$ cat config.mk
export PLATFORM = sky130hd
export DESIGN_NAME = spi_wr_sequencer_flat
export DESIGN_NICKNAME = d
export VERILOG_FILES = /design/src/rtl/spi_pkg.sv /design/src/rtl/spi_wr_sequencer_if.sv /design/src/rtl/spi_wr_sequencer.sv /design/src/flat_wrapper.sv
export SDC_FILE = /design/constraint.sdc
export NUM_CORES = 1
export LEC_CHECK = 0
export ABC_AREA = 1
export CORE_MARGIN = 4
export CORE_UTILIZATION = 58
export CTS_BUF_LIST = sky130_fd_sc_hd__clkbuf_8
export DETAILED_ROUTE_END_ITERATION = 10
export PLACE_DENSITY_LB_ADDON = 0.12
export SLEW_MARGIN = 15
export SYNTH_ARGS = -nofsm -noshare
export SYNTH_HDL_FRONTEND = slang
export SYNTH_SLANG_ARGS = --single-unit
$ cat constraint.sdc
create_clock -name clk -period 2.3 [get_ports clk]
set_input_delay 0.46 -clock clk [delete_from_list [all_inputs] [get_ports clk]]
set_output_delay 0.46 -clock clk [all_outputs]
set_load 0.005 [all_outputs]
$ cat src/rtl/spi_pkg.sv
// Shared constants and state encoding for the SPI write sequencer.
package spi_pkg;

  localparam int unsigned CMD_WR_BIT = 7;
  localparam int unsigned ADDR_W     = 7;
  localparam int unsigned BYTE_W     = 8;

  typedef enum logic [1:0] {
    ST_IDLE = 2'd0,
    ST_DATA = 2'd1,
    ST_DROP = 2'd2
  } state_e;

endpackage

$ cat src/rtl/spi_wr_sequencer_if.sv
// Byte-stream input and register-bank write port of the SPI write sequencer.
interface spi_wr_sequencer_if;
   import spi_pkg::*;

   logic [BYTE_W-1:0] rx_data;
   logic              rx_valid;
   logic              frame_end;
   logic              wr_en;
   logic [ADDR_W-1:0] wr_addr;
   logic [BYTE_W-1:0] wr_data;

   // master: the sequencer, which consumes bytes and drives the write port
   modport master (
      input  rx_data, rx_valid, frame_end,
      output wr_en, wr_addr, wr_data
   );

   modport slave (
      output rx_data, rx_valid, frame_end,
      input  wr_en, wr_addr, wr_data
   );

endinterface

$ cat src/rtl/spi_wr_sequencer.sv
// Parses SPI frames (command byte + data burst) into register-bank writes with
// address auto-increment, burst limiting, frame counting and sticky error flags.
module spi_wr_sequencer
   import spi_pkg::*;
#(
   parameter int unsigned NREG      = 16,
   parameter int unsigned MAX_BURST = 32
) (
   input  logic                clk,
   input  logic                rst,
   spi_wr_sequencer_if.master  bus,
   input  logic                err_clr,
   output logic                busy,
   output logic [15:0]         frame_cnt,
   output logic                err_cmd,
   output logic                err_ovf
);

   localparam logic [ADDR_W:0]   NREG_B    = (ADDR_W+1)'(NREG);
   localparam logic [ADDR_W-1:0] ADDR_LAST = ADDR_W'(NREG - 1);
   localparam logic [7:0]        MAX_B     = 8'(MAX_BURST);

   state_e            state_q;
   logic [ADDR_W-1:0] addr_q;
   logic [7:0]        burst_cnt_q;
   logic              wrote_q;
   logic              wr_en_q;
   logic [ADDR_W-1:0] wr_addr_q;
   logic [BYTE_W-1:0] wr_data_q;
   logic [15:0]       frame_cnt_q;
   logic              err_cmd_q;
   logic              err_ovf_q;

   logic              cmd_ok;
   logic              do_write;
   logic              do_ovf;
   logic [ADDR_W-1:0] addr_next;

   assign cmd_ok    = bus.rx_data[CMD_WR_BIT] &&
                      ({1'b0, bus.rx_data[ADDR_W-1:0]} < NREG_B);
   assign do_write  = (state_q == ST_DATA) && bus.rx_valid && (burst_cnt_q < MAX_B);
   assign do_ovf    = (state_q == ST_DATA) && bus.rx_valid && (burst_cnt_q >= MAX_B);
   assign addr_next = (addr_q == ADDR_LAST) ? '0 : addr_q + 1'b1;

   always_ff @(posedge clk) begin
      if (rst) begin
         state_q     <= ST_IDLE;
         addr_q      <= '0;
         burst_cnt_q <= '0;
         wrote_q     <= 1'b0;
         wr_en_q     <= 1'b0;
         wr_addr_q   <= '0;
         wr_data_q   <= '0;
         frame_cnt_q <= '0;
         err_cmd_q   <= 1'b0;
         err_ovf_q   <= 1'b0;
      end else begin
         wr_en_q <= 1'b0;
         // Clear first so a set in the same cycle takes priority
         if (err_clr) begin
            err_cmd_q <= 1'b0;
            err_ovf_q <= 1'b0;
         end

         unique case (state_q)
            ST_IDLE: begin
               // A command byte coinciding with frame_end is discarded silently
               if (bus.rx_valid && !bus.frame_end) begin
                  if (cmd_ok) begin
                     state_q     <= ST_DATA;
                     addr_q      <= bus.rx_data[ADDR_W-1:0];
                     burst_cnt_q <= '0;
                     wrote_q     <= 1'b0;
                  end else begin
                     state_q   <= ST_DROP;
                     err_cmd_q <= 1'b1;
                  end
               end
            end
            ST_DATA: begin
               if (do_write) begin
                  wr_en_q     <= 1'b1;
                  wr_addr_q   <= addr_q;
                  wr_data_q   <= bus.rx_data;
                  addr_q      <= addr_next;
                  burst_cnt_q <= burst_cnt_q + 8'd1;
                  wrote_q     <= 1'b1;
               end else if (do_ovf) begin
                  state_q   <= ST_DROP;
                  err_ovf_q <= 1'b1;
               end
            end
            ST_DROP: begin
            end
            default: state_q <= ST_IDLE;
         endcase

         if (bus.frame_end) begin
            state_q <= ST_IDLE;
            if ((state_q == ST_DATA) && (wrote_q || do_write)) begin
               frame_cnt_q <= frame_cnt_q + 16'd1;
            end
         end
      end
   end

   assign bus.wr_en   = wr_en_q;
   assign bus.wr_addr = wr_addr_q;
   assign bus.wr_data = wr_data_q;
   assign busy        = (state_q != ST_IDLE);
   assign frame_cnt   = frame_cnt_q;
   assign err_cmd     = err_cmd_q;
   assign err_ovf     = err_ovf_q;

endmodule
$ cat src/flat_wrapper.sv
// flat-port wrapper written by rule: the top's interface ports become plain ports
module spi_wr_sequencer_flat import spi_pkg::*;
#(
   parameter int unsigned NREG      = 16,
   parameter int unsigned MAX_BURST = 32
)
  (clk, rst, err_clr, busy, frame_cnt, err_cmd, err_ovf, bus_rx_data, bus_rx_valid, bus_frame_end, bus_wr_en, bus_wr_addr, bus_wr_data);
  spi_wr_sequencer_if bus_i ();
  input  logic clk;
  input  logic rst;
  input  logic err_clr;
  output logic busy;
  output logic [15:0] frame_cnt;
  output logic err_cmd;
  output logic err_ovf;
  input wire logic [$bits(bus_i.rx_data)-1:0] bus_rx_data;
  input wire logic [$bits(bus_i.rx_valid)-1:0] bus_rx_valid;
  input wire logic [$bits(bus_i.frame_end)-1:0] bus_frame_end;
  output wire logic [$bits(bus_i.wr_en)-1:0] bus_wr_en;
  output wire logic [$bits(bus_i.wr_addr)-1:0] bus_wr_addr;
  output wire logic [$bits(bus_i.wr_data)-1:0] bus_wr_data;
  assign bus_i.rx_data = bus_rx_data;
  assign bus_i.rx_valid = bus_rx_valid;
  assign bus_i.frame_end = bus_frame_end;
  assign bus_wr_en = bus_i.wr_en;
  assign bus_wr_addr = bus_i.wr_addr;
  assign bus_wr_data = bus_i.wr_data;
  spi_wr_sequencer #(.NREG(NREG), .MAX_BURST(MAX_BURST)) u_core (.clk(clk), .rst(rst), .bus(bus_i), .err_clr(err_clr), .busy(busy), .frame_cnt(frame_cnt), .err_cmd(err_cmd), .err_ovf(err_ovf));
endmodule
* Word level (Yosys, flattened, before mapping)
Cells that the tools add are included.
** Storage, ports and cells
- Output and inout port bits :: 35
- Register bits after elaboration :: 52
- Word-level logic and storage cells :: 70
- Bits of input ports :: 13
** Operators by class
- Mux-type cells :: 27
- $lt $le $gt $ge :: 3
- Eq/ne operators :: 8
- Bitwise gates (word level) :: 2
- $add $sub $neg :: 3
- Reduce and logical (&&, ||, !) cells :: 17
** Operator list (count)
- $mux W7 :: 4
- $mux W8 :: 3
- $add A16 B1 Y16 const B :: 1
- $pmux W8 S2 :: 1
- $pmux W7 S2 :: 1
- $mux W1 :: 12
- $add A8 B1 Y8 const B :: 1
- $ge A8 B6 Y1 const B :: 1
- $lt A8 B6 Y1 const B :: 1
- $mux W2 :: 4
- $ne A2 B1 Y1 const B :: 4
- $reduce_and A4 Y1 :: 2
- $add A7 B1 Y7 const B :: 1
- $eq A7 B4 Y1 const B :: 1
- $lt A7 B5 Y1 const B :: 1
- $logic_and A1 B1 Y1 :: 6
- $pmux W2 S3 :: 1
- $reduce_and A2 Y1 :: 2
- $reduce_bool A2 Y1 :: 2
- $reduce_or A2 Y1 :: 2
- $eq A2 B1 Y1 const B :: 1
- $eq A2 B2 Y1 const B :: 1
- $logic_not A2 Y1 :: 1
- $ne A2 B2 Y1 const B :: 1
- 4 further kinds :: 5

* Longest topological paths before layout
Gate-level depths: netlist of the first run.
- Word-level depth :: 6
- Depth in mapped cells :: 10
- Depth with buffers taken out :: 10

* Worst setup path before layout of the first run
Ideal clock, no wire load.
- Path kind :: input port to flip-flop
- Start :: input bus_rx_data[4]
- End :: register u_core.addr_q[1]
- Slack :: 936 ps
- Data required time :: 2235 ps
- Stages :: 8
- Setup time :: 65 ps
- Data arrival time :: 1299 ps
- Path buffers :: 1
- Cells stage by stage :: inv_1 > nand2_1 > nor3_4 > nand2_4 > nand2_4 > buf_6 > o21ai_0 > nor2_1
** On the way
- Cells in the longest elaborated chain, start to end :: 4
** RTL lines
- from (decl) :: RTL line flat_wrapper.sv:16 : input wire logic [$bits(bus_i.rx_data)-1:0] bus_rx_data;
- $lt A7 B5 Y1 :: RTL line spi_wr_sequencer.sv:40 : ({1'b0, bus.rx_data[ADDR_W-1:0]} < NREG_B);
- $logic_and A1 B1 Y1 :: RTL line spi_wr_sequencer.sv:39 : assign cmd_ok = bus.rx_data[CMD_WR_BIT] &&
- $ne A2 B1 Y1 (no line)
- $reduce_and A4 Y1 (no line)
- to (signal assigned) :: RTL line spi_wr_sequencer.sv:71 : addr_q <= bus.rx_data[ADDR_W-1:0];
- to (signal assigned) :: RTL line spi_wr_sequencer.sv:85 : addr_q <= addr_next;
- to (decl) :: RTL line spi_wr_sequencer.sv:24 : logic [ADDR_W-1:0] addr_q;
No other way between the ends.
A chain may end at the register's enable or synchronous reset.

* Worst setup path in the final report of the first run
- Start :: register u_core.state_q[1]
- End :: output busy
** On the way
- Cells in the longest elaborated chain, start to end :: 1
** RTL lines
- from (decl) :: RTL line spi_wr_sequencer.sv:23 : state_e state_q;
- from (signal assigned) :: RTL line spi_wr_sequencer.sv:47 : state_q <= ST_IDLE;
- from (signal assigned) :: RTL line spi_wr_sequencer.sv:70 : state_q <= ST_DATA;
- from (signal assigned) :: RTL line spi_wr_sequencer.sv:75 : state_q <= ST_DROP;
- $reduce_bool A2 Y1 :: RTL line spi_wr_sequencer.sv:110 : assign busy = (state_q != ST_IDLE);
- to (decl) :: RTL line flat_wrapper.sv:12 : output logic busy;
No other way between the ends.

==> impl_metrics.toml, run 1 <==
[cts]
cts_made_buffers = 5
clk_pin_slew_ps = 90
clk_latency_ps = 310
postCtsResizedCells = 0
cts_tree = "built"
ctsHoldBuffers = 0
cts.path.max_buffers = 2
cts_setup_buffers = 0
cts.sink_count = 52
h-tree-depth = 2
cts.root.buffer_cell = "clkbuf_8"

[logic_synthesis]
synth_nets = 379
synth_area_leaders = "dfxtp_1 (40%), nand2_1 (13%), nor2_1 (7.6%), a21oi_1 (5.9%), o21ai_0 (5.4%)"
synth_top_area_share = 0.398
synth_edf_count = 0
synth.largest_area_cell = "dfxtp_1"
ys_top_cells_by_count = "nand2_1 (89), nor2_1 (53), dfxtp_1 (52)"
ys_warn_count = 0
synth_seq_cells = 52
synth_area_per_cell_um2 = 7.23
synth_cell_types = 36
async_reset_ff_frac = 0
seq_area_frac_synth = 0.398
synth.most_common_cell = "nand2_1"
ys.flop_type = "dfxtp_1"
synthCells = 362
netlist_area_um2 = 2620

[detailed_routing]
ant_nets = 0
drt-met1-wl_mm = 2.78
drt-vias-per-instance = 5.32
dr.pass1.iters = 4
wl_mm = 5.85
top_layer_used = "met4"
vias = 2442
wire_per_inst_um = 12.7
drc = 0
met2WireLength_mm = 2.69
dr_wl_met3_um = 293
drtIter0Drc = 173

[run_status]
outcome = "finished, final reports clean"

[global_routing]
grt-ovfl-total = 0
grt_max_degree = 22
antenna_found_initial = 0
grt_use_total = 0.214
grt_pass1_wl_mm = 9.46
first_global_vias = 2113

[setup_path]
crit_fanout = 3
r2r_cells = 8
critical_path_class = "reg -> out"
critPathLaunch = "u_core.state_q[1]"
end_kind = "primary output"
start_kind = "register"
reg2reg_to = "u_core.frame_cnt[8]"
endpoint = "busy"
cp.required_ps = 1840
r2r_setup_slack_ps = 720
arrival_ps = 1410
worstReg2RegStart = "u_core.state_q[0]"

[pwr]
p_int_w = 0.00125
p_clk_frac = 0.379
worst_ir_drop_vdd_mv = 0.392
power_density_nw_per_um2 = 498
p_leak_nw = 1.26
swShare = 0.209
p_seq_frac = 0.574
combPwrFrac = 0.047
p_switching_w = 0.000331

[floorplan]
die_w_um = 75.2
num_rows = 24
dieArea_um2 = 5650
io_pins = 48
start_util = 0.601
die_y_um = 75.2
core_um2 = 4350

[finish]
nets = 425
syn2layout_area_growth_pct = 21.4
antenna_cells = 0
layout-drive-gt1-share = 0.0737

[min_path]
hold_depth = 2
hold_class = "reg -> reg"

[sta]
setup_viol = 0
rsz0062_at_grt = "false"
tightestPinTransition_ps = 503
max_freq_ghz = 0.536
slew_headroom = 0.664
whs_ps = 447
fin_crit_ps = 1870
hold_violations = 0
maxSlewViolCount = 0
clock_skew_ps = 6.82
setup_tns_ps = 0
period_share = 0.811

[placed_design]
port_buffers = 47
gp_congestion = 0.861
dp_hpwl_mm = 4.27

[run]
drv_cap = 0
[power by group through the flow]
stage	combinational, W	sequential [W]	clock (W)
finish	0.0000744	0.000907	0.000600
global route	0.0000814	0.000908	0.000647
CTS	0.0000747	0.000907	0.000618
detailed placement	0.0000742	0.000929	0
global placement	0.0000735	0.000928	0
floorplan	0.0000364	0.000928	0
[sequential cells by signal, summed over array words and instances (netlist names)]
name,cells
u_core.burst_cnt_q,8
u_core.err_cmd,1
u_core.bus.wr_addr,7
u_core.bus.wr_data,8
u_core.frame_cnt,16
u_core.bus.wr_en,1
u_core.wrote_q,1
u_core.err_ovf,1
u_core.state_q,2
u_core.addr_q,7
[cell usage in the layout (no fill, tap or decap), types with 2 or more instances in the layout]
| cell | n |
|---|---|
| a21oi_2 | 2 |
| buf_4 | 4 |
| inv_2 | 3 |
| nor3_1 | 4 |
| xor2_1 | 7 |
| nand3_1 | 20 |
| nor2_1 | 53 |
| nand2_2 | 2 |
| a21oi_1 | 31 |
| nand4_1 | 4 |
| inv_1 | 29 |
| ha_1 | 4 |
| nand2_1 | 89 |
| clkdlybuf4s50_1 | 47 |
| clkbuf_8 | 5 |
| nor2_4 | 2 |
| o21ai_0 | 28 |
| xnor2_1 | 4 |
| dfxtp_1 | 52 |
| nand2_4 | 4 |
[worst min path at each step]
stage / from / to
final: u_core.burst_cnt_q[7] / u_core.burst_cnt_q[7]
after global routing: u_core.burst_cnt_q[7] / u_core.burst_cnt_q[7]
after CTS: u_core.burst_cnt_q[7] / u_core.burst_cnt_q[7]
after detailed placement: u_core.burst_cnt_q[7] / u_core.burst_cnt_q[7]
after global placement: u_core.burst_cnt_q[7] / u_core.burst_cnt_q[7]
after floorplan: u_core.burst_cnt_q[7] / u_core.burst_cnt_q[7]
[critical path, stage by stage (launching register included)]
cell and delay, ps:
dfxtp_1 410, inv_2 70, nand2_2 110, clkdlybuf4s50_1 510
[cell families after synthesis]
kind of cell    share of synthesized area
simple gates                        0.315
compound gates                      0.143
flops                               0.398
buf+inv                            0.0885
xor+xnor                           0.0368
fa+ha+maj                          0.0191
[final cells by class]
cell class / instances / area [um^2]
clock inverters: 1 / 30.0
flip-flops and latches: 52 / 1040
inverters: 33 / 126
repair buffers: 51 / 500
clock buffers: 5 / 68.8
fillers: 372 / 1180
well taps: 52 / 65.1
multi-input cells: 265 / 1340
[per-stage QoR]
| step | setup slack [ps] | std cells | power [W] | util | cell area [um^2] |
|---|---|---|---|---|---|
| after detailed placement | 320 | 453 | 0.00100 | 0.707 | 3080 |
| after global placement | 366 | 453 | 0.00100 | 0.707 | 3080 |
| after floorplan | 936 | 362 | 0.000964 | - | 2620 |
| final | 434 | 459 | 0.00158 | 0.729 | 3180 |
| after global routing | 371 | 459 | 0.00164 | 0.729 | 3180 |
| after CTS | 430 | 459 | 0.00160 | 0.729 | 3180 |
[metal layers]
layer  vias to the layer above  track usage
met4                         0       0.0660
met1                      1121        0.286
met2                        59        0.348
li1                       1253            -
met5                         -            0
met3                         9       0.0441
(Power assumes the default switching activity.)
==> run 2: changes to the inputs <==
CORE_UTILIZATION = 54   (was 58)
clock period = 1.8 ns   (was 2.3 ns; I/O delays follow)
==> impl_metrics.toml, run 2 (same netlist as run 1, synthesis figures left out) <==
[run_status]
outcome = "finished, final reports clean"

[finish]
antenna_cells = 0
largest_reg_flops = 16
register_area_um2 = 1040
layout-drive-gt1-share = 0.0916
nets = 431
stdcell_area_um2 = 3230
layout_commonest_cell = "nand2_1"
multi_input_area_um2 = 1340
most-common-layout-cells = "nand2_1 (89), nor2_1 (53), dfxtp_1 (52)"
syn2layout_area_growth_pct = 23.4
fillers = 428

[cts]
clk_latency_ps = 300
cts_setup_buffers = 0
cts.sink_count = 52
h-tree-depth = 2
cts_tree = "built"
cts_made_buffers = 5
cts.path.max_buffers = 2
cts.root.buffer_cell = "clkbuf_8"
ctsHoldBuffers = 0
clk_pin_slew_ps = 90
postCtsResizedCells = 0

[setup_path]
end_kind = "primary output"
worstReg2RegStart = "u_core.state_q[0]"
start_kind = "register"
reg2reg_to = "u_core.frame_cnt[1]"
crit_buf_inv = 2
endpoint = "busy"
critPathLaunch = "u_core.state_q[1]"
crit_fanout = 3
r2r_setup_slack_ps = 270
r2r_cells = 9
crit_family = "buffers and inverters"
arrival_ps = 1370
max_stage_delay_ps = 510
critical_path_class = "reg -> out"
cp_slowest_cell = "clkdlybuf4s50_1"
cp.depth = 3
cp.required_ps = 1440
path_cells = "inv_2 > nand2_2 > clkdlybuf4s50_1"

[floorplan]
num_rows = 25
die_y_um = 77.6
start_util = 0.554
dieArea_um2 = 6020
die_w_um = 77.6
io_pins = 48
core_um2 = 4720

[sta]
period_share = 0.960
fin_crit_ps = 1730
slew_headroom = 0.811
max_freq_ghz = 0.579
maxSlewViolCount = 0
rsz0062_at_grt = "false"
setup_viol = 0
whs_ps = 451
clock_skew_ps = 3.35
hold_violations = 0
tightestPinTransition_ps = 282

[global_routing]
grt_pass1_wl_mm = 10.3
first_global_vias = 2225
antenna_found_initial = 0
grt-ovfl-total = 0
grt_max_degree = 22
grt_use_total = 0.210

[pwr]
p_leak_nw = 1.28
power_density_nw_per_um2 = 596
worst_ir_drop_vdd_mv = 0.336

[detailed_routing]
ant_nets = 0
wire_per_inst_um = 12.3
drtIter0Drc = 139
vias = 2411
dr.pass1.iters = 4
drc = 0
wl_mm = 5.91
drt-vias-per-instance = 5.00

[min_path]
hold_class = "reg -> reg"

[placed_design]
port_buffers = 47
placed_cell_area_um2 = 3140
dp_hpwl_mm = 4.35
gp_congestion = 0.809

[run]
drv_cap = 0
==> run 2: how the worst min path moves through the flow <==
| stage | to | cells past startpoint | from |
|---|---|---|---|
| detailed placement | u_core.burst_cnt_q[7] | 2 | u_core.burst_cnt_q[7] |
| finish | u_core.burst_cnt_q[7] | 2 | u_core.burst_cnt_q[7] |
| floorplan | u_core.burst_cnt_q[7] | 2 | u_core.burst_cnt_q[7] |
| global placement | u_core.burst_cnt_q[6] | 2 | u_core.burst_cnt_q[6] |
| CTS | u_core.burst_cnt_q[7] | 2 | u_core.burst_cnt_q[7] |
| global route | u_core.burst_cnt_q[7] | 2 | u_core.burst_cnt_q[7] |
==> run 2: final cells by class <==
| class | instances | area share |
|---|---|---|
| Clock buffer | 5 | 0.0213 |
| Multi-Input combinational cell | 265 | 0.416 |
| Timing Repair Buffer | 57 | 0.169 |
| Inverter | 33 | 0.0391 |
| Clock inverter | 3 | 0.00581 |
| Sequential cell | 52 | 0.322 |
| Tap cell | 67 | 0.0260 |
==> run 2: metrics by stage <==
step / power [W] / TNS [ps] / worst slack, ps / cells / util
2_1_floorplan: 0.00123 / 0 / 475 / 362 / -
3_3_place_gp: 0.00128 / 0 / 9.90 / 474 / 0.665
3_5_place_dp: 0.00129 / -48.1 / -32.9 / 474 / 0.665
4_1_cts: 0.00195 / 0 / 54.2 / 482 / 0.683
5_1_grt: 0.00201 / 0 / 5.81 / 482 / 0.683
6_report: 0.00192 / 0 / 72.0 / 482 / 0.683
==> run 2: tightest hold or removal path: stages (launching register included) <==
cell     delay (ps)
dfxtp_1         310
inv_1            60
nor3_1           50
==> run 2: layer usage <==
layer  vias up  part of all wire  track usage
met1      1095              0.50        0.285
met2        49              0.46        0.332
met5         -                 0            0
met3         2             0.043       0.0568
met4         0            0.0047       0.0480
li1       1265                 -            -
==> run 2: power breakdown <==
| group | leakage [nW] | switching (W) | internal, W | total [W] |
|---|---|---|---|---|
| clock network | 0.0479 | 0.000392 | 0.000272 | 0.000664 |
| registers | 0.419 | 0.00000448 | 0.00116 | 0.00116 |
| logic | 0.818 | 0.0000522 | 0.0000476 | 0.0000999 |
==> run 3: changes to the inputs <==
CORE_ASPECT_RATIO = 0.5   (was unset)
CORE_UTILIZATION = 58   (was 54)
clock period = 2.13 ns   (was 1.8 ns; I/O delays follow)
==> impl_metrics.toml, run 3 (same netlist as run 1, synthesis figures left out) <==
[setup_path]
crit_buf_inv = 2
critical_path_class = "reg -> out"
cp.depth = 3
worstReg2RegStart = "u_core.state_q[0]"
cp.required_ps = 1700
crit_family = "buffers and inverters"
max_stage_delay_ps = 510
critPathLaunch = "u_core.state_q[1]"
end_kind = "primary output"
cp_slowest_cell = "clkdlybuf4s50_1"
endpoint = "busy"
r2r_setup_slack_ps = 560
r2r_cells = 8
arrival_ps = 1390
path_cells = "inv_2 > nand2_2 > clkdlybuf4s50_1"
start_kind = "register"
crit_fanout = 3
reg2reg_to = "u_core.frame_cnt[12]"

[floorplan]
start_util = 0.634
die_y_um = 55.5
io_pins = 48
die_w_um = 103
core_um2 = 4120
dieArea_um2 = 5710
num_rows = 16

[finish]
layout-drive-gt1-share = 0.0805
fillers = 318
layout_commonest_cell = "nand2_1"
finalNonFillerCells = 464
syn2layout_area_growth_pct = 21.3
largest_reg_flops = 16
nets = 426
register_area_um2 = 1040
most-common-layout-cells = "nand2_1 (89), nor2_1 (53), dfxtp_1 (52)"
multi_input_area_um2 = 1340
antenna_cells = 0

[min_path]
hold_depth = 2
hold_class = "reg -> reg"

[detailed_routing]
drc = 0
drt-vias-per-instance = 5.37
drtIter0Drc = 134
vias = 2492
ant_nets = 0
dr.pass1.iters = 5
wl_mm = 6.01
wire_per_inst_um = 13.0

[placed_design]
gp_congestion = 0.874
place_inst = 456
dp_hpwl_mm = 4.47
port_buffers = 47

[run_status]
outcome = "finished, final reports clean"

[global_routing]
grt_pass1_wl_mm = 10.5
antenna_found_initial = 0
grt_use_total = 0.221
grt-ovfl-total = 0
first_global_vias = 2402
grt_max_degree = 22

[sta]
setup_tns_ps = 0
tightestPinTransition_ps = 409
maxSlewViolCount = 0
period_share = 0.854
hold_violations = 0
clock_skew_ps = 6.55
max_freq_ghz = 0.550
rsz0062_at_grt = "false"
fin_crit_ps = 1820
setup_viol = 0
slew_headroom = 0.726

[cts]
cts_tree = "built"
clk_latency_ps = 300
clk_pin_slew_ps = 90
h-tree-depth = 2
cts.root.buffer_cell = "clkbuf_8"
cts.sink_count = 52
postCtsResizedCells = 0
cts.path.max_buffers = 2
cts_setup_buffers = 0
cts_made_buffers = 5
ctsHoldBuffers = 0

[pwr]
power_density_nw_per_um2 = 506
worst_ir_drop_vdd_mv = 0.347
p_leak_nw = 1.26

[run]
drv_cap = 0
[run 3: per-stage QoR]
step                setup WS [ps]  hold slack, ps  instance area (um^2)  power, W  utilization
floorplan                     800             421                  2620   0.00104            -
detailed placement            134             444                  3090   0.00108        0.748
global placement              241             440                  3090   0.00108        0.748
finish                        312             451                  3170   0.00161        0.770
CTS                           315             456                  3170   0.00162        0.770
global route                  252             486                  3170   0.00167        0.770
[run 3: layout make-up]
class,count,area share
multi-input cells,265,0.423
flip-flops and latches,52,0.328
repair buffers,52,0.160
inverters,33,0.0398
clock buffers,5,0.0217
well taps,54,0.0213
clock inverters,3,0.00591
[run 3: worst min path at each step]
stage | start | endpoint | slack, ps
finish | u_core.burst_cnt_q[6] | u_core.burst_cnt_q[6] | 450
global route | u_core.burst_cnt_q[7] | u_core.burst_cnt_q[7] | 490
CTS | u_core.burst_cnt_q[6] | u_core.burst_cnt_q[6] | 460
detailed placement | u_core.burst_cnt_q[6] | u_core.burst_cnt_q[6] | 440
global placement | u_core.burst_cnt_q[6] | u_core.burst_cnt_q[6] | 440
floorplan | u_core.burst_cnt_q[7] | u_core.burst_cnt_q[7] | 420
[run 3: tightest hold or removal path: stages, from the launching register on]
cell and delay (ps):
dfxtp_1 300, inv_1 60, nor3_1 50
[run 3: power by group]
part           switching, W  internal [W]  leakage (nW)   total, W
Sequential       0.00000416      0.000976         0.419   0.000980
Clock              0.000315      0.000229        0.0479   0.000545
Combinational     0.0000441     0.0000381         0.793  0.0000822
Total              0.000363       0.00124          1.26    0.00161
[run 3: layer usage]
metal  GRT usage  wire length [um]  part of all wire
met2       0.369              2910              0.48
met3      0.0565               359             0.060
met4      0.0572                22            0.0037
met5           0                 0                 0
met1       0.283              2720              0.45
